--- config.mk ---
export PLATFORM = sky130hd
export DESIGN_NAME = serial_writer
export DESIGN_NICKNAME = d
export VERILOG_FILES = /design/src/rtl/serial_writer_pkg.sv /design/src/rtl/serial_writer_hold.sv /design/src/rtl/serial_writer.sv
export SDC_FILE = /design/constraint.sdc
export NUM_CORES = 1
export LEC_CHECK = 0
export ABC_CLOCK_PERIOD_IN_PS = 2090
export CELL_PAD_IN_SITES_DETAIL_PLACEMENT = 1
export CELL_PAD_IN_SITES_GLOBAL_PLACEMENT = 1
export CORE_ASPECT_RATIO = 0.6
export CORE_MARGIN = 2
export CORE_UTILIZATION = 47
export CTS_CLUSTER_DIAMETER = 30
export CTS_CLUSTER_SIZE = 20
export DETAILED_ROUTE_END_ITERATION = 10
export PLACE_DENSITY = 0.84
export RECOVER_POWER = 50
export SLEW_MARGIN = 20
export SYNTH_ARGS = -nofsm -noshare
export SYNTH_HDL_FRONTEND = slang
export SYNTH_SLANG_ARGS = --single-unit
--- constraint.sdc ---
create_clock -name sclk -period 2.09 [get_ports sclk]
set_input_delay 0.209 -clock sclk [delete_from_list [all_inputs] [get_ports sclk]]
set_output_delay 0.209 -clock sclk [all_outputs]
set_load 0.005 [all_outputs]
--- src/rtl/serial_writer_pkg.sv ---
// rtl/serial_writer_pkg.sv - shared state encoding and helpers for the serial writer
package serial_writer_pkg;

  localparam logic [0:0] IDLE  = 1'b0;
  localparam logic [0:0] SHIFT = 1'b1;

  // Position within the shift register of the bit sent at step `index`.
  function automatic int sel_bit(input int index, input int width, input bit msb_first);
    return msb_first ? (width - 1 - index) : index;
  endfunction

  function automatic bit width_ok(input int width, input int cwidth);
    return (width >= 2) && ((longint'(1) << cwidth) >= longint'(width));
  endfunction

endpackage

--- src/rtl/serial_writer_hold.sv ---
// rtl/serial_writer_hold.sv - one-word holding buffer between the host and the shifter
module serial_writer_hold
  import serial_writer_pkg::*;
#(
  parameter int WIDTH = 64
) (
  input  logic             sclk,
  input  logic             rst_n,
  input  logic             clear,
  input  logic             push,
  input  logic             pop,
  input  logic [WIDTH-1:0] push_data,
  output logic [WIDTH-1:0] hold_data,
  output logic             hold_full,
  output logic             load_ready
);

  // A push on the same edge as a pop re-fills the buffer, so push wins.
  always_ff @(posedge sclk or negedge rst_n) begin
    if (!rst_n) begin
      hold_data <= '0;
      hold_full <= 1'b0;
    end else if (clear) begin
      hold_full <= 1'b0;
    end else if (push) begin
      hold_data <= push_data;
      hold_full <= 1'b1;
    end else if (pop) begin
      hold_full <= 1'b0;
    end
  end

  assign load_ready = !hold_full;

endmodule

--- src/rtl/serial_writer.sv ---
// rtl/serial_writer.sv - parallel-in serial-out word writer with load handshake and abort
module serial_writer
  import serial_writer_pkg::*;
#(
  parameter int WIDTH      = 64,
  parameter int CWIDTH     = 6,
  parameter bit MSB_FIRST  = 1'b0,
  parameter bit IDLE_LEVEL = 1'b0
) (
  input  logic             sclk,
  input  logic             rst_n,
  input  logic             enable,
  input  logic             abort,
  input  logic             load_valid,
  output logic             load_ready,
  input  logic [WIDTH-1:0] load_data,
  output logic             mosi,
  output logic             busy,
  output logic             done
);

  if (!width_ok(WIDTH, CWIDTH)) begin : g_bad_width
    $error("serial_writer: WIDTH must be >= 2 and addressable with CWIDTH bits");
  end

  localparam logic [CWIDTH-1:0] LAST = CWIDTH'(WIDTH - 1);

  logic [0:0]        state;
  logic [CWIDTH-1:0] index;
  logic [WIDTH-1:0]  shreg;
  logic [WIDTH-1:0]  hold_data;
  logic              hold_full;
  logic              push;
  logic              pop;
  logic              last_step;
  logic [CWIDTH-1:0] bit_pos;

  assign last_step = (state == SHIFT) && enable && (index == LAST);
  assign push      = load_valid && load_ready && !abort;
  assign pop       = !abort && hold_full && ((state == IDLE) || last_step);

  serial_writer_hold #(.WIDTH(WIDTH)) u_hold (
    .sclk       (sclk),
    .rst_n      (rst_n),
    .clear      (abort),
    .push       (push),
    .pop        (pop),
    .push_data  (load_data),
    .hold_data  (hold_data),
    .hold_full  (hold_full),
    .load_ready (load_ready)
  );

  always_ff @(posedge sclk or negedge rst_n) begin
    if (!rst_n) begin
      state <= IDLE;
      index <= '0;
      shreg <= '0;
      done  <= 1'b0;
    end else if (abort) begin
      state <= IDLE;
      index <= '0;
      done  <= 1'b0;
    end else begin
      done <= 1'b0;
      case (state)
        IDLE: begin
          if (hold_full) begin
            shreg <= hold_data;
            index <= '0;
            state <= SHIFT;
          end
        end
        default: begin
          if (enable) begin
            if (index == LAST) begin
              done  <= 1'b1;
              index <= '0;
              // Reload straight from hold so back-to-back words leave no idle gap.
              if (hold_full) shreg <= hold_data;
              else           state <= IDLE;
            end else begin
              index <= index + CWIDTH'(1);
            end
          end
        end
      endcase
    end
  end

  assign bit_pos = CWIDTH'(sel_bit(int'(index), WIDTH, MSB_FIRST));
  assign mosi    = (state == SHIFT) ? shreg[bit_pos] : IDLE_LEVEL;
  assign busy    = (state == SHIFT);

endmodule

After elaboration in Yosys (flattened, before gate mapping)
Cells that the tools add are included.
{"block": "classes", "n_lt_le_gt_ge": 1, "muxes": 24, "reduce_logical": 14, "add_sub_neg": 1, "n_eq_ne": 4, "n_bitwise": 2}
{"op": "2-to-1 mux 64 bit", "count": 4}
{"op": "2-to-1 mux 6 bit", "count": 5}
{"op": "2-to-1 mux 1 bit", "count": 14}
{"op": "< comparator 6 x 7 -> 1 bit (second input constant)", "count": 1}
{"op": "adder 6 x 1 -> 6 bit (second input constant)", "count": 1}
{"op": "binary-select mux 1 bit (select 6 bit)", "count": 1}
{"op": "== test 6 bit (second input constant)", "count": 1}
{"op": "logical AND 1 bit", "count": 6}
{"op": "nonzero test 3 bit", "count": 2}
{"op": "AND reduction 2 bit", "count": 2}
{"op": "inequality test 3 bit (second input constant)", "count": 1}
{"op": "AND reduction 3 bit", "count": 1}
{"op": "logical NOT 1 bit", "count": 2}
{"op": "inequality test 2 x 1 -> 1 bit (second input constant)", "count": 1}
{"op": "inequality test 2 bit (second input constant)", "count": 1}
{"op": "inverter 1 bit", "count": 2}
{"op": "logical OR 1 bit", "count": 1}
{"block": "word_totals", "out_inout_bits": 4, "in_bits": 69, "word_cells": 52, "reg_bits": 137}

Logic depth before layout (Yosys ltp)
Gate-level depths: netlist (run 1).
{"block": "depth", "depth_word": 7, "ltp_mapped": 8}

By module
From an unflattened synthesis (run 1), not the netlist that was laid out.
{"block": "hier_totals", "cells_unflattened": 383, "area_unflattened_um2": 6324.8}
{"module": "serial_writer", "area_each_um2": 3579.7, "cells_per_inst": 242, "instances": 1}
{"module": "serial_writer_hold", "area_each_um2": 2745.1, "cells_per_inst": 141, "instances": 1}

Least setup slack after synthesis (run 1)
No wires, ideal clock.
{"block": "synth_path", "path_kind": "register to output", "from": "register index[0], in the netlist bit_pos[0]", "to": "output mosi", "path_stages_with_launch": 8, "t_arrival_ns": 1.567, "setup_slack_ns": 0.314, "cell_sequence": "dfrtp_1 buf_4 buf_6 mux4_2 a22oi_1 nand2_1 o21ai_0 a211oi_1"}
{"block": "synth_via", "elab_chain_cells": 3}
{"element": "start: declaration", "line_no": "serial_writer.sv:29", "text": "logic [CWIDTH-1:0] index;"}
{"element": "start signal: assignment", "line_no": "serial_writer.sv:83", "text": "index <= index + CWIDTH'(1);"}
{"element": "binary-select mux 1 bit (select 6 bit)", "line_no": "serial_writer.sv:92", "text": "assign mosi = (state == SHIFT) ? shreg[bit_pos] : IDLE_LEVEL;"}
{"element": "2-to-1 mux 1 bit (not written as such)", "line_no": "serial_writer.sv:92"}
{"element": "2-to-1 mux 1 bit", "line_no": "serial_writer.sv:92"}
{"element": "end: declaration", "line_no": "serial_writer.sv:17", "text": "output logic mosi,"}
Every way passes these cells. The select of a mux whose other input is x is not followed.

Worst setup path in the final report (run 1)
Same ends and word-level chain as after synthesis.

==> results.cfg, run 1 <==
[final_layout]
diodes = 0
area_growth_pct = 32.5
layout-drive-gt1-share_pct = 45.5
fin_nets = 563
design_area_um2 = 8090
n_fill_cell = 1118

[setup_path]
r2r_slack_ps = -190
critical_path.endpoint_type = output port
r2r-start = bit_pos[2]
r2r-end = shreg[53]
worstPathRequired_ps = 1880
crit_fanout = 9
critPathLaunch = bit_pos[0]
crit_arrival_ps = 2400
critPathLaunchType = flip-flop
reg2regPathDepth = 9
critical_path_class = flip-flop to output port

[outcome]
status = finished with violations
violations = max-capacitance violations, max-slew violations, negative setup slack

[place]
gp_congestion = 0.897
place_hpwl_um = 9650
dp_slack_ps = -333
io_buffers = 72
dpl_cell_area_um2 = 7130

[global_route]
antenna_found_initial = 0
grt_first_pass_wirelength_um = 25600
grt_overflow_total = 0
grt_usage_pct = 25.3
grt_pass1_vias = 4254
grt_max_degree = 68

[sta]
worst_slack_ps = -519
hold_viol = 0
setup_viol = 65
fin_skew_ps = 10.2
final-max-slew-violation-count = 68
rsz0062_at_grt = true
finalCriticalPeriod_ps = 2610
finalCritPeriodShare_pct = 125
maxSlewHeadroom_pct = -12.9
worstMarginPinSlew_ps = 1690
tns_ps = -10310
fmax_mhz = 383

[worst_hold_path]
min_to = u_hold.hold_data[2]
worstHoldStart = load_data[2]
hold_depth = 2
hold_path_class = primary input to flip-flop

[synthesis]
ys_warn_count = 0
synth_top_area_share_pct = 56.1
syn_inst = 382
synth_edf_count = 0
synth_nets = 452
synth_area_um2 = 6110
syn_avg_cell_area_um2 = 16.0
synth-seq-area-share_pct = 56.1
ys_top_cells_by_count = dfrtp_1, mux2_2, mux2_4
yosys_register_bits = 137
synth.most_common_cell = dfrtp_1
synthTopCellsByArea = dfrtp_1, mux2_4, mux2_2
synth_ff_type = dfrtp_1
async_flop_share_pct = 100
synth_top_area_cell = dfrtp_1
yosysUniqueCellTypes = 39

[clocking]
cts.path.max_buffers = 2
cts-root-buf = clkbuf_16
worst_skew_pair.late_latency_ps = 430
numCtsBuffers = 17
cts_tree = done
clkSinkCount = 137
cts_htree_levels = 4
clkTransAtPathRegs_ps = 60

[power_and_ir_drop]
power.total_mw = 9.20
ir_drop_v = 0.000588
combPwrFrac_pct = 20.6
power_density_nw_per_um2 = 1140
p_leak_nw = 3.64
sw_frac_of_total_pct = 26.1
p_seq_share_pct = 43.9
clockPowerShare_pct = 35.5
internal-power_mw = 6.80
power.switching_mw = 2.41

[drt]
first_pass_iters = 4
antenna_left = 0
drtIter0Drc = 208
totalWireLength_um = 17100
vias = 3837
drc = 0
wl_per_cell_um = 25.3
vias_per_cell = 5.68

[floorplan]
io_pins = 73
die_area_um2 = 14000
core_um2 = 12800
rows = 32
fp.dieW_um = 151
initial_core_util_pct = 47.8
die_y_um = 92.3

[job]
maxCapViolations = 1
-- repair_timing --
item	in CTS	in global routing
gates cloned	6	1
endpoints found under the setup margin	65	67
pin swaps	2	0
resized for setup	22	7
buffers inserted	3	2
hold buffers	1	0
hold endpoints to repair	63	0
-- per-stage QoR --
step	util [%]	hold WS (ps)	std cells
finish	63.4	394	676
CTS	62.7	376	673
detailed placement	55.8	243	631
global placement	55.8	241	631
global route	63.4	392	676
floorplan	-	-86.6	382
-- power groups by stage --
stage	Clock (mW)	Combinational, mW	Sequential (mW)
floorplan	0	1.32	3.69
global placement	0	1.62	3.95
detailed placement	0	1.73	3.99
CTS	3.27	1.83	4.00
global route	3.42	2.00	4.11
finish	3.27	1.89	4.04
-- cell families (layout without fill, tap and decap cells) --
group | Yosys count | after routing | synth area share [%]
buf+inv | 25 | 148 | 3.75
flops | 137 | 137 | 56.1
simple gates | 49 | 50 | 4.57
compound gates | 26 | 26 | 2.81
fa+ha+maj | 1 | 1 | 0.205
mux | 143 | 143 | 32.4
xor+xnor | 1 | 1 | 0.143
-- sequential cells by signal (all words and copies together), names as in the netlist --
name              cells
shreg                64
u_hold.hold_data     64
bit_pos               6
busy                  1
done                  1
u_hold.hold_full      1
-- routing by layer --
| metal | up-vias | global-route usage [%] | share of wire [%] |
|---|---|---|---|
| met5 | - | 0 | 0 |
| met1 | 2019 | 35.5 | 46 |
| met4 | 0 | 7.24 | 2.8 |
| met2 | 158 | 39.7 | 46 |
| li1 | 1618 | - | - |
| met3 | 42 | 6.06 | 5.7 |
-- cell type report --
cell class / count / area, µm² / share of cell area, %
Multi-Input combinational cell: 221 / 2540 / 31.4
Clock buffer: 22 / 474 / 5.86
Inverter: 3 / 11.3 / 0.139
Tap cell: 170 / 213 / 2.63
Timing Repair Buffer: 113 / 1260 / 15.6
Sequential cell: 137 / 3430 / 42.4
Clock inverter: 10 / 164 / 2.03
-- worst max-delay path, stage by stage (launching register included) --
cell	delay, ps
dfrtp_2	460
buf_12	170
buf_4	170
nor2b_1	210
a211oi_1	130
nor4_2	280
nor3_2	100
a211oi_2	270
buf_2	180
-- placed cells by master, fill, tap and decap left out, types with 3 or more instances in the layout --
master and instances:
bufinv_16 4, mux2_4 60, nor2b_1 7, clkdlybuf4s50_1 70, a211oi_1 5, buf_12 7, dfrtp_1 135, clkbuf_8 3
buf_4 20, nor2_1 8, buf_6 3, inv_1 3, buf_16 3, o21ai_0 6, mux2_2 71, clkbuf_16 18
mux4_2 10, nand2b_1 4, nand2_1 10, a22oi_1 4
-- worst max-delay path by stage --
stage,end,cells past startpoint
after floorplan,mosi,7
after global placement,mosi,7
after detailed placement,mosi,8
after CTS,mosi,8
after global routing,mosi,8
final,mosi,8
Power figures use the tool's default switching activity.
==> run 2: changes to the inputs <==
--- a/config.mk
+++ b/config.mk
@@ -16,6 +16,7 @@
 export DETAILED_ROUTE_END_ITERATION = 10
 export PLACE_DENSITY = 0.84
 export RECOVER_POWER = 50
+export SKIP_CTS_REPAIR_TIMING = 1
 export SLEW_MARGIN = 20
 export SYNTH_ARGS = -nofsm -noshare
 export SYNTH_HDL_FRONTEND = slang
==> results.cfg, run 2 (synthesized netlist as in run 1, its figures left out) <==
[drt]
drc = 0
first_pass_iters = 4
vias = 3799
vias_per_cell = 5.59
wl_per_cell_um = 24.3
antenna_left = 0
drtIter0Drc = 192
totalWireLength_um = 16500

[final_layout]
fin_nets = 566
n_fill_cell = 1126
area_growth_pct = 32.5
layout_common_cells = dfrtp_1, mux2_2, clkdlybuf4s50_1
layout_commonest_cell = dfrtp_1
final_util_pct = 63.4
layout-drive-gt1-share_pct = 46.2
multiInputGateArea_um2 = 2550
diodes = 0
final_cells = 679
register_area_um2 = 3430

[place]
place_hpwl_um = 9650
dp.cells = 631
io_buffers = 72
gp_congestion = 0.897
dp_slack_ps = -333

[sta]
rsz0062_at_grt = true
fin_skew_ps = 9.82
setup_viol = 65
finalCriticalPeriod_ps = 2610
hold_viol = 0
maxSlewHeadroom_pct = -10.1
worstMarginPinSlew_ps = 1650
worst_slack_ps = -521
finalCritPeriodShare_pct = 125
final-max-slew-violation-count = 68
fmax_mhz = 383

[setup_path]
worstPathBufferInverterCount = 3
cp_top_family = buffers and inverters
max_stage_delay_ps = 430
critical_path.endpoint_type = output port
critPathLaunchType = flip-flop
worstPathRequired_ps = 1880
crit_path_top_delay_cell = dfrtp_1
crit_chain = buf_12 -> buf_4 -> mux2_2 -> o22ai_1 -> nor4b_2 -> nor3_2 -> a211oi_2 -> buf_2
r2r_slack_ps = -250
critical_path_class = flip-flop to output port
crit_arrival_ps = 2400
crit_fanout = 6

[floorplan]
die_area_um2 = 14000
rows = 32
core_um2 = 12800
io_pins = 73
fp.dieW_um = 151
initial_core_util_pct = 47.8
die_y_um = 92.3

[global_route]
grt_pass1_vias = 4094
grt_usage_pct = 22.9
grt_overflow_total = 0
grtUsageMet2_pct = 34.3
grt_first_pass_wirelength_um = 23500
use_met1_pct = 33.0
top_usage_layer = met2
grt_max_degree = 68
grtUsageMet3_pct = 6.21
antenna_found_initial = 0

[job]
maxCapViolations = 1

[outcome]
violations = max-capacitance violations, max-slew violations, negative setup slack
status = finished with violations

[worst_hold_path]
hold_path_class = primary input to flip-flop

[power_and_ir_drop]
p_leak_nw = 3.63
ir_drop_v = 0.000629
power_density_nw_per_um2 = 1140

[clocking]
cts_htree_levels = 4
cts_tree = done
worst_skew_pair.late_latency_ps = 420
clkSinkCount = 137
cts-root-buf = clkbuf_16
cts.path.max_buffers = 2
clkTransAtPathRegs_ps = 60
numCtsBuffers = 17
run 2: per-stage QoR:
stage               setup TNS (ps)  hold WS (ps)  power, mW  area (µm²)
CTS                         -10690          -200       9.05        7770
global route                -19770           397       9.54        8090
global placement             -1100           241       5.58        7130
finish                      -14010           396       9.21        8090
floorplan                        0         -86.6       5.01        6110
detailed placement           -4950           243       5.72        7130
run 2: power by group:
part / internal, mW / switching (mW) / total (mW)
clock network: 2.10 / 1.15 / 3.25
logic: 1.31 / 0.590 / 1.90
registers: 3.40 / 0.649 / 4.05
total: 6.81 / 2.39 / 9.21
run 2: final timing paths:
check | end | from | cells past startpoint
setup / recovery | mosi | bit_pos[0] | 8
hold / removal | u_hold.hold_data[2] | load_data[2] | 2
setup reg to reg | shreg[19] | bit_pos[0] | 11
hold reg to reg | shreg[45] | u_hold.hold_data[45] | 1
max in group asynchronous | u_hold.hold_data[60] | rst_n | 3
min in group asynchronous | u_hold.hold_data[35] | rst_n | 2
run 2: metal layers:
| layer | vias up | wire length [µm] | part of all wire, % |
|---|---|---|---|
| li1 | 1634 | - | - |
| met1 | 2000 | 7530 | 46 |
| met5 | - | 0 | 0 |
| met2 | 145 | 7830 | 47 |
| met4 | 0 | 230 | 1.4 |
| met3 | 20 | 928 | 5.6 |
run 2: layout make-up:
type | count | share of cell area (%)
repair buffers | 117 | 15.5
clock buffers | 22 | 5.86
clock inverters | 10 | 2.03
flip-flops and latches | 137 | 42.4
inverters | 3 | 0.139
well taps | 170 | 2.63
multi-input cells | 220 | 31.5
